<file path="config.mk">
export PLATFORM = sky130hd
export DESIGN_NAME = tlp_requester
export DESIGN_NICKNAME = d
export VERILOG_FILES = /design/src/rtl/tlp_requester.sv
export SDC_FILE = /design/constraint.sdc
export NUM_CORES = 1
export LEC_CHECK = 0
export ABC_AREA = 0
export CORE_MARGIN = 2
export CORE_UTILIZATION = 30
export CTS_CLUSTER_DIAMETER = 200
export DETAILED_ROUTE_END_ITERATION = 10
export GPL_ROUTABILITY_DRIVEN = 0
export PLACE_DENSITY = 0.63
export SLEW_MARGIN = 30
export SYNTH_ARGS = -nofsm -noshare
export SYNTH_HDL_FRONTEND = slang
export SYNTH_SLANG_ARGS = --single-unit
</file>
<file path="constraint.sdc">
create_clock -name clk_125 -period 3.52 [get_ports clk_125]
set_input_delay 1.056 -clock clk_125 [delete_from_list [all_inputs] [get_ports clk_125]]
set_output_delay 1.056 -clock clk_125 [all_outputs]
set_load 0.05 [all_outputs]
</file>
<file path="src/rtl/tlp_requester.sv">
// Single-outstanding PCIe memory requester: serialises MRd/MWr TLPs onto a
// 16-bit transmit port and matches the returning completion for reads.
module tlp_requester #(
  parameter logic [15:0] CPL_TIMEOUT = 16'd50000,
  parameter int          TAG_BITS    = 5
) (
  input  logic        clk_125,
  input  logic        core_rst_n,
  input  logic        cmd_valid,
  output logic        cmd_ready,
  input  logic        cmd_write,
  input  logic [61:0] cmd_addr,
  input  logic [3:0]  cmd_firstbe,
  input  logic [31:0] cmd_wdata,
  output logic        rd_valid,
  output logic [31:0] rd_data,
  output logic        rd_err,
  input  logic [7:0]  bus_num,
  input  logic [4:0]  dev_num,
  input  logic [2:0]  func_num,
  input  logic [8:0]  tx_ca_ph,
  input  logic [12:0] tx_ca_pd,
  input  logic [8:0]  tx_ca_nph,
  output logic        tx_req,
  input  logic        tx_rdy,
  output logic        tx_st,
  output logic        tx_end,
  output logic [15:0] tx_data,
  input  logic        rx_st,
  input  logic        rx_end,
  input  logic [15:0] rx_data
);

  typedef enum logic [2:0] {IDLE, CREDIT, REQ, SEND, WAIT_CPL} state_t;
  state_t state_q, state_d;

  logic                ready_en;
  logic                wr_q;
  logic [61:0]         addr_q;
  logic [3:0]          be_q;
  logic [31:0]         wdata_q;
  logic [TAG_BITS-1:0] tag_q, out_tag_q;
  logic [3:0]          wcnt_q;
  logic [15:0]         tmo_q;
  logic                rx_act_q;
  logic [3:0]          rx_cnt_q;
  logic [6:0]          w0_q;
  logic [2:0]          stat_q;
  logic [7:0]          rtag_q;
  logic [15:0]         dhi_q, dlo_q;

  logic        accept, is64, last, credit_ok, match, timeout, cpl_err;
  logic [63:0] full_addr;
  logic [3:0]  last_idx, wsel, rx_idx;
  logic        rx_live;
  logic [6:0]  w0_c;
  logic [2:0]  stat_c;
  logic [7:0]  rtag_c;
  logic [15:0] dhi_c, dlo_c;

  assign accept    = cmd_valid && cmd_ready;
  assign cmd_ready = ready_en && (state_q == IDLE);
  assign tx_req    = (state_q == REQ);
  assign is64      = |addr_q[61:30];
  assign full_addr = {addr_q, 2'b00};
  assign last_idx  = 4'd5 + (is64 ? 4'd2 : 4'd0) + (wr_q ? 4'd2 : 4'd0);
  // 32-bit TLPs skip the two upper-address words of the 64-bit layout
  assign wsel      = (is64 || wcnt_q < 4'd4) ? wcnt_q : wcnt_q + 4'd2;
  assign last      = (state_q == SEND) && (wcnt_q == last_idx);
  assign tx_st     = (state_q == SEND) && (wcnt_q == 4'd0);
  assign tx_end    = last;
  assign credit_ok = wr_q ? ((|tx_ca_ph) && (|tx_ca_pd)) : (|tx_ca_nph);

  always_comb begin
    tx_data = '0;
    if (state_q == SEND) begin
      case (wsel)
        4'd0:    tx_data = {1'b0, wr_q, is64, 5'b00000, 1'b0, 3'b000, 4'b0000};
        4'd1:    tx_data = 16'h0001;
        4'd2:    tx_data = {bus_num, dev_num, func_num};
        4'd3:    tx_data = {8'(tag_q), 4'b0000, be_q};
        4'd4:    tx_data = full_addr[63:48];
        4'd5:    tx_data = full_addr[47:32];
        4'd6:    tx_data = full_addr[31:16];
        4'd7:    tx_data = full_addr[15:0];
        4'd8:    tx_data = wdata_q[31:16];
        4'd9:    tx_data = wdata_q[15:0];
        default: tx_data = '0;
      endcase
    end
  end

  // Receive parser: the _c values fold in the word on the wire this cycle so
  // the decision at rx_end sees the complete header without an extra stage.
  assign rx_live = rx_st || rx_act_q;
  assign rx_idx  = rx_st ? 4'd0 : rx_cnt_q;
  assign w0_c    = rx_st ? rx_data[14:8] : w0_q;
  assign stat_c  = (rx_live && rx_idx == 4'd3) ? rx_data[15:13] : stat_q;
  assign rtag_c  = (rx_live && rx_idx == 4'd5) ? rx_data[15:8]  : rtag_q;
  assign dhi_c   = (rx_live && rx_idx == 4'd6) ? rx_data : dhi_q;
  assign dlo_c   = (rx_live && rx_idx == 4'd7) ? rx_data : dlo_q;
  assign cpl_err = (stat_c != 3'b000) || !w0_c[6];
  assign match   = (state_q == WAIT_CPL) && rx_live && rx_end && (rx_idx >= 4'd5) &&
                   (w0_c[4:0] == 5'b01010) && (rtag_c == 8'(out_tag_q));
  assign timeout = (state_q == WAIT_CPL) && (tmo_q == CPL_TIMEOUT - 16'd1);

  always_comb begin
    state_d = state_q;
    case (state_q)
      IDLE:     if (accept) state_d = CREDIT;
      CREDIT:   if (credit_ok) state_d = REQ;
      REQ:      if (tx_rdy) state_d = SEND;
      SEND:     if (last) state_d = wr_q ? IDLE : WAIT_CPL;
      WAIT_CPL: if (match || timeout) state_d = IDLE;
      default:  state_d = IDLE;
    endcase
  end

  always_ff @(posedge clk_125 or negedge core_rst_n) begin
    if (!core_rst_n) begin
      state_q   <= IDLE;
      ready_en  <= 1'b0;
      tag_q     <= '0;
      out_tag_q <= '0;
      wcnt_q    <= '0;
      tmo_q     <= '0;
      rx_act_q  <= 1'b0;
      rx_cnt_q  <= '0;
      rd_valid  <= 1'b0;
      rd_err    <= 1'b0;
      rd_data   <= '0;
    end else begin
      state_q  <= state_d;
      ready_en <= 1'b1;
      wcnt_q   <= (state_q == SEND) ? wcnt_q + 4'd1 : 4'd0;
      tmo_q    <= (state_q == WAIT_CPL) ? tmo_q + 16'd1 : 16'd0;
      if (last && !wr_q) begin
        out_tag_q <= tag_q;
        tag_q     <= tag_q + 1'b1;
      end
      if (rx_st) begin
        rx_act_q <= !rx_end;
        rx_cnt_q <= 4'd1;
      end else if (rx_act_q) begin
        if (rx_end) rx_act_q <= 1'b0;
        if (rx_cnt_q != 4'hF) rx_cnt_q <= rx_cnt_q + 4'd1;
      end
      rd_valid <= 1'b0;
      if (match) begin
        rd_valid <= 1'b1;
        rd_err   <= cpl_err;
        rd_data  <= cpl_err ? 32'hFFFF_FFFF : {dhi_c, dlo_c};
      end else if (timeout) begin
        rd_valid <= 1'b1;
        rd_err   <= 1'b1;
        rd_data  <= 32'hFFFF_FFFF;
      end
    end
  end

  always_ff @(posedge clk_125) begin
    if (accept) begin
      wr_q    <= cmd_write;
      addr_q  <= cmd_addr;
      be_q    <= cmd_firstbe;
      wdata_q <= cmd_wdata;
    end
    w0_q   <= w0_c;
    stat_q <= stat_c;
    rtag_q <= rtag_c;
    dhi_q  <= dhi_c;
    dlo_q  <= dlo_c;
  end

endmodule
</file>
==> results by stage <==
Routing:
- In this run the remaining antenna-violating nets after routing total 0.
- Dividing the detail-routed via count by the number of cells gives 4.94.
- The total via count after detailed routing is 7792.
- The first-pass iteration count of the detailed router is 4.
- The final layout contains routed wiring with a total length of 28100 µm.
- For this block, the initial DRC count from the detailed router was 386.
- The number of design rule violations left after detail routing is 0.
- The mean routed wirelength per cell is 17.8 µm.

Floorplan:
- The floorplan step set the die height to 183 µm.
- 222 I/O pins were placed.
- The row count is 65.
- From left edge to right edge, the die measures 183 µm.
- The initial utilization of the core area, before any placement, comes to 30.5%.
- The standard cell core area is 31600 µm².
- The floorplan step defined a die boundary enclosing 33600 µm².

Logic synthesis:
- The cell area after synthesis is 9630 µm².
- Counting flops and latches in the post-synthesis netlist gives 221.
- In the synthesized netlist the dominant register cell turns out to be edfxtp_1.
- The number of nets in the synthesized netlist is 1005.
- In the post-synthesis netlist, the biggest area contributors are edfxtp_1 (31%), dfrtp_1 (19%), dfxtp_1 (10%).
- Of the synthesized area, sequential elements account for 60.0%.
- The number of flops mapped to enable cells by yosys is 99.
- The cell count after synthesis is 830.
- Averaged over all synthesized cells, the footprint is 11.6 µm².
- The unique cell type count in the Yosys netlist is 70.
- The count of warnings emitted by yosys is 0.
- In the synthesized netlist the async set-or-reset flop fraction comes to 33.0%.
- The largest total area in the synthesized netlist belongs to edfxtp_1.
- The proportion of netlist area held by the largest area contributor is 30.9%.

Worst setup path:
- The nature of the critical path endpoint is an output pin.
- The cell repeated most along the worst path is buf_4.
- Among cell families on the critical path, the largest total delay comes from simple AND/OR/NAND/NOR gates.
- The biggest fanout along the worst timing path is 10.
- The worst setup path is of the reg -> out kind.
- The cell with the biggest individual delay on the critical path is or4_4.
- STA puts the critical path data arrival time at 3.16 ns.
- STA puts the critical path data required time at 2.46 ns.
- The number of buffers and inverters on the critical path is 5.
- The critical path goes through nor4_1 > buf_4 > nand2_2 > nor4_4 > buf_4 > inv_8 > or4_4 > o41ai_4 > buf_4 > nand2_2 > a31oi_4 > buf_6.
- The worst setup path is launched from a register.
- The largest stage delay on the critical path is 0.43 ns.

Power and ir drop:
- Overall power consumption after layout is estimated at 0.00725 W.
- The worst-case IR drop observed on VDD is 0.434 mV.
- In this run the static leakage power is 5.71 nW.
- Power spread over the standard cell area amounts to 494 nW/µm².

Timing:
- The smallest clock period supported by the final layout is computed as 4.21 ns.
- Setup repair after global routing could not meet its margin everywhere.
- The max-slew violation total from the final report was 0.
- The max-slew headroom at the worst pin is 53.9%.
- In the post-route analysis, the smallest setup slack over all paths is -0.694 ns.
- In the finished design, the share of the clock period the worst path needs comes to 120%.
- At the pin with the least slew margin, the transition time is 0.691 ns.
- The clock skew after layout is 0.0120 ns.
- The setup-violating endpoint count in the final report is 17.
- The number of hold violations in the final report is 0.
- The maximum frequency from static timing analysis is 237 MHz.

CTS:
- Clock tree synthesis found a total of 221 sinks.
- TritonCTS built the clock tree.
- In this run the number of H-tree levels came out at 1.
- Clock-pin slew was measured on the worst setup and hold paths at 0.06 ns.
- The CTS buffer count is 25.
- The buffer type at the clock tree root is clkbuf_16.
- The clock reaches the later pin of the worst-skew pair after 0.53 ns.
- The maximum number of buffers from clock root to sink is 3.
- Hold repair after CTS inserted 0 buffers.

Finish:
- The finished layout holds 1578 standard cells, fillers aside.
- The net count of the finished layout is 1331.
- Cells with a size suffix above 1 make up 25.8% of the layout.
- The area growth from synthesis to layout is 52.5%.

Global routing:
- The number of antenna violations at the first check in global routing is 2.
- The via count of the first global-routing pass was 8055.
- The wire length of the first global-routing pass is 43800 µm.
- The total congestion overflow after global routing is 0.
- Entering global routing, the biggest net connects 100 pins.
- The combined global-route utilization of all metal layers is 16.5%.

Placement:
- The placed cell count is 1510.
- Detailed placement ended at an HPWL of 20000 µm.
- The count of buffers from port buffering is 221.

Status:
- The checks that failed: setup timing.
- The flow ran to the end, but the final reports show violations.

Worst hold path:
- The worst min-delay path category is reg -> reg.

Run:
- The tool flagged a number of max-cap violations equal to 0.
through the flow:
step | hold slack (ns) | cell area (µm²) | setup WS [ns] | util, % | TNS, ns
after floorplan | 0.436 | 9790 | -0.519 | - | -5.10
after global placement | 0.453 | 13200 | -0.336 | 41.8 | -11.36
after detailed placement | 0.457 | 13200 | -0.422 | 41.8 | -15.27
after CTS | 0.466 | 14400 | -0.663 | 45.7 | -10.37
after global routing | 0.483 | 14700 | -0.857 | 46.5 | -12.86
final | 0.460 | 14700 | -0.694 | 46.5 | -10.25
report_power, final:
group | internal, W | switching (W)
clock | 0.00167 | 0.00109
sequential | 0.00293 | 0.000128
combinational | 0.000653 | 0.000779
total | 0.00525 | 0.00200
cells in the final DEF, fill, tap and decap left out, drive strengths merged, types with 10 or more instances in the layout:
master,instances
xnor2,10
mux2,48
a31oi,11
nor4,14
a21oi,60
dfxtp,49
clkdlybuf4s50,201
mux2i,39
nand2,47
and3,12
nand3,25
xor2,12
o21ai,22
edfxtp,99
buf,142
dfrtp,73
clkbuf,34
nor3,46
nor2,79
inv,22
what timing repair did:
item / in CTS / in global routing
setup endpoints to repair: 17 / 18
pin swaps: 18 / 13
cloned: 0 / 1
resized for setup: 46 / 46
buffers inserted: 12 / 11
cells in the mapped netlist (4+ instances only):
cell type and n:
a211oi_1 4, a21boi_0 5, a21o_1 4, a21oi_1 60, a221oi_1 6, a31oi_1 11
and3_1 12, buf_2 12, clkbuf_1 29, dfrtp_1 73, dfxtp_1 49, edfxtp_1 99
ha_1 7, inv_1 18, mux2_2 48, mux2i_1 39, nand2_1 47, nand2b_1 4
nand3_1 25, nand4_1 9, nor2_1 79, nor2b_1 6, nor3_1 46, nor4_1 13
o211ai_1 4, o21ai_0 22, o221ai_1 4, o22ai_1 7, or3_1 4, xnor2_1 10
xor2_1 12
final cells by class:
cell class | count | area [µm²]
flip-flops and latches | 221 | 5780
fillers | 2864 | 16900
well taps | 402 | 503
clock inverters | 13 | 168
inverters | 21 | 86.3
multi-input cells | 542 | 4050
diodes | 1 | 2.50
repair buffers | 345 | 3380
clock buffers | 33 | 716
worst min-delay path: stages (launching register included):
cell and delay, ns:
dfxtp_1 0.30, inv_1 0.05, o21ai_0 0.06
cells by family (layout without fill, tap and decap cells):
kind of cell	Yosys count	count (layout)	share of synthesized area (%)
adder cells (fa/ha/maj)	7	7	0.909
multiplexers	87	87	9.67
AO/OA/AOI/OAI	154	154	10.3
buffers and inverters	67	412	2.90
XOR/XNOR	22	22	2.00
other	1	2	0.0389
flip-flops	221	221	60.0
AND/OR/NAND/NOR	271	271	14.2
worst paths after layout:
path | start | end | slack [ns] | depth (start not counted)
hold / removal | w0_q[4] | w0_q[4] | 0.46 | 2
min in group asynchronous | core_rst_n | rd_data[3] | 0.53 | 1
max in group asynchronous | core_rst_n | wcnt_q[0] | 2.44 | 1
setup / recovery | addr_q[42] | tx_data[13] | -0.69 | 12
setup reg to reg | addr_q[42] | out_tag_q[0] | 0.26 | 15
hold reg to reg | w0_q[4] | w0_q[4] | 0.46 | 2
state kept, by name, summed over array words and instances (netlist names):
register / cells
rtag_q: 8
dhi_q: 16
state_q: 3
out_tag_q: 5
wr_q: 1
rd_valid: 1
tag_q: 5
rx_cnt_q: 4
w0_q: 6
rx_act_q: 1
wdata_q: 32
rd_err: 1
tmo_q: 16
rd_data: 32
dlo_q: 16
addr_q: 62
stat_q: 3
be_q: 4
wcnt_q: 4
ready_en: 1
layer usage:
layer	vias up	global-route usage, %	part of all wire (%)
met1	3748	20.7	41
li1	3744	-	-
met5	-	0	0.046
met3	43	4.35	7.6
met4	2	4.03	1.9
met2	255	28.3	49
No activity file was read; power rests on OpenSTA's default activity.
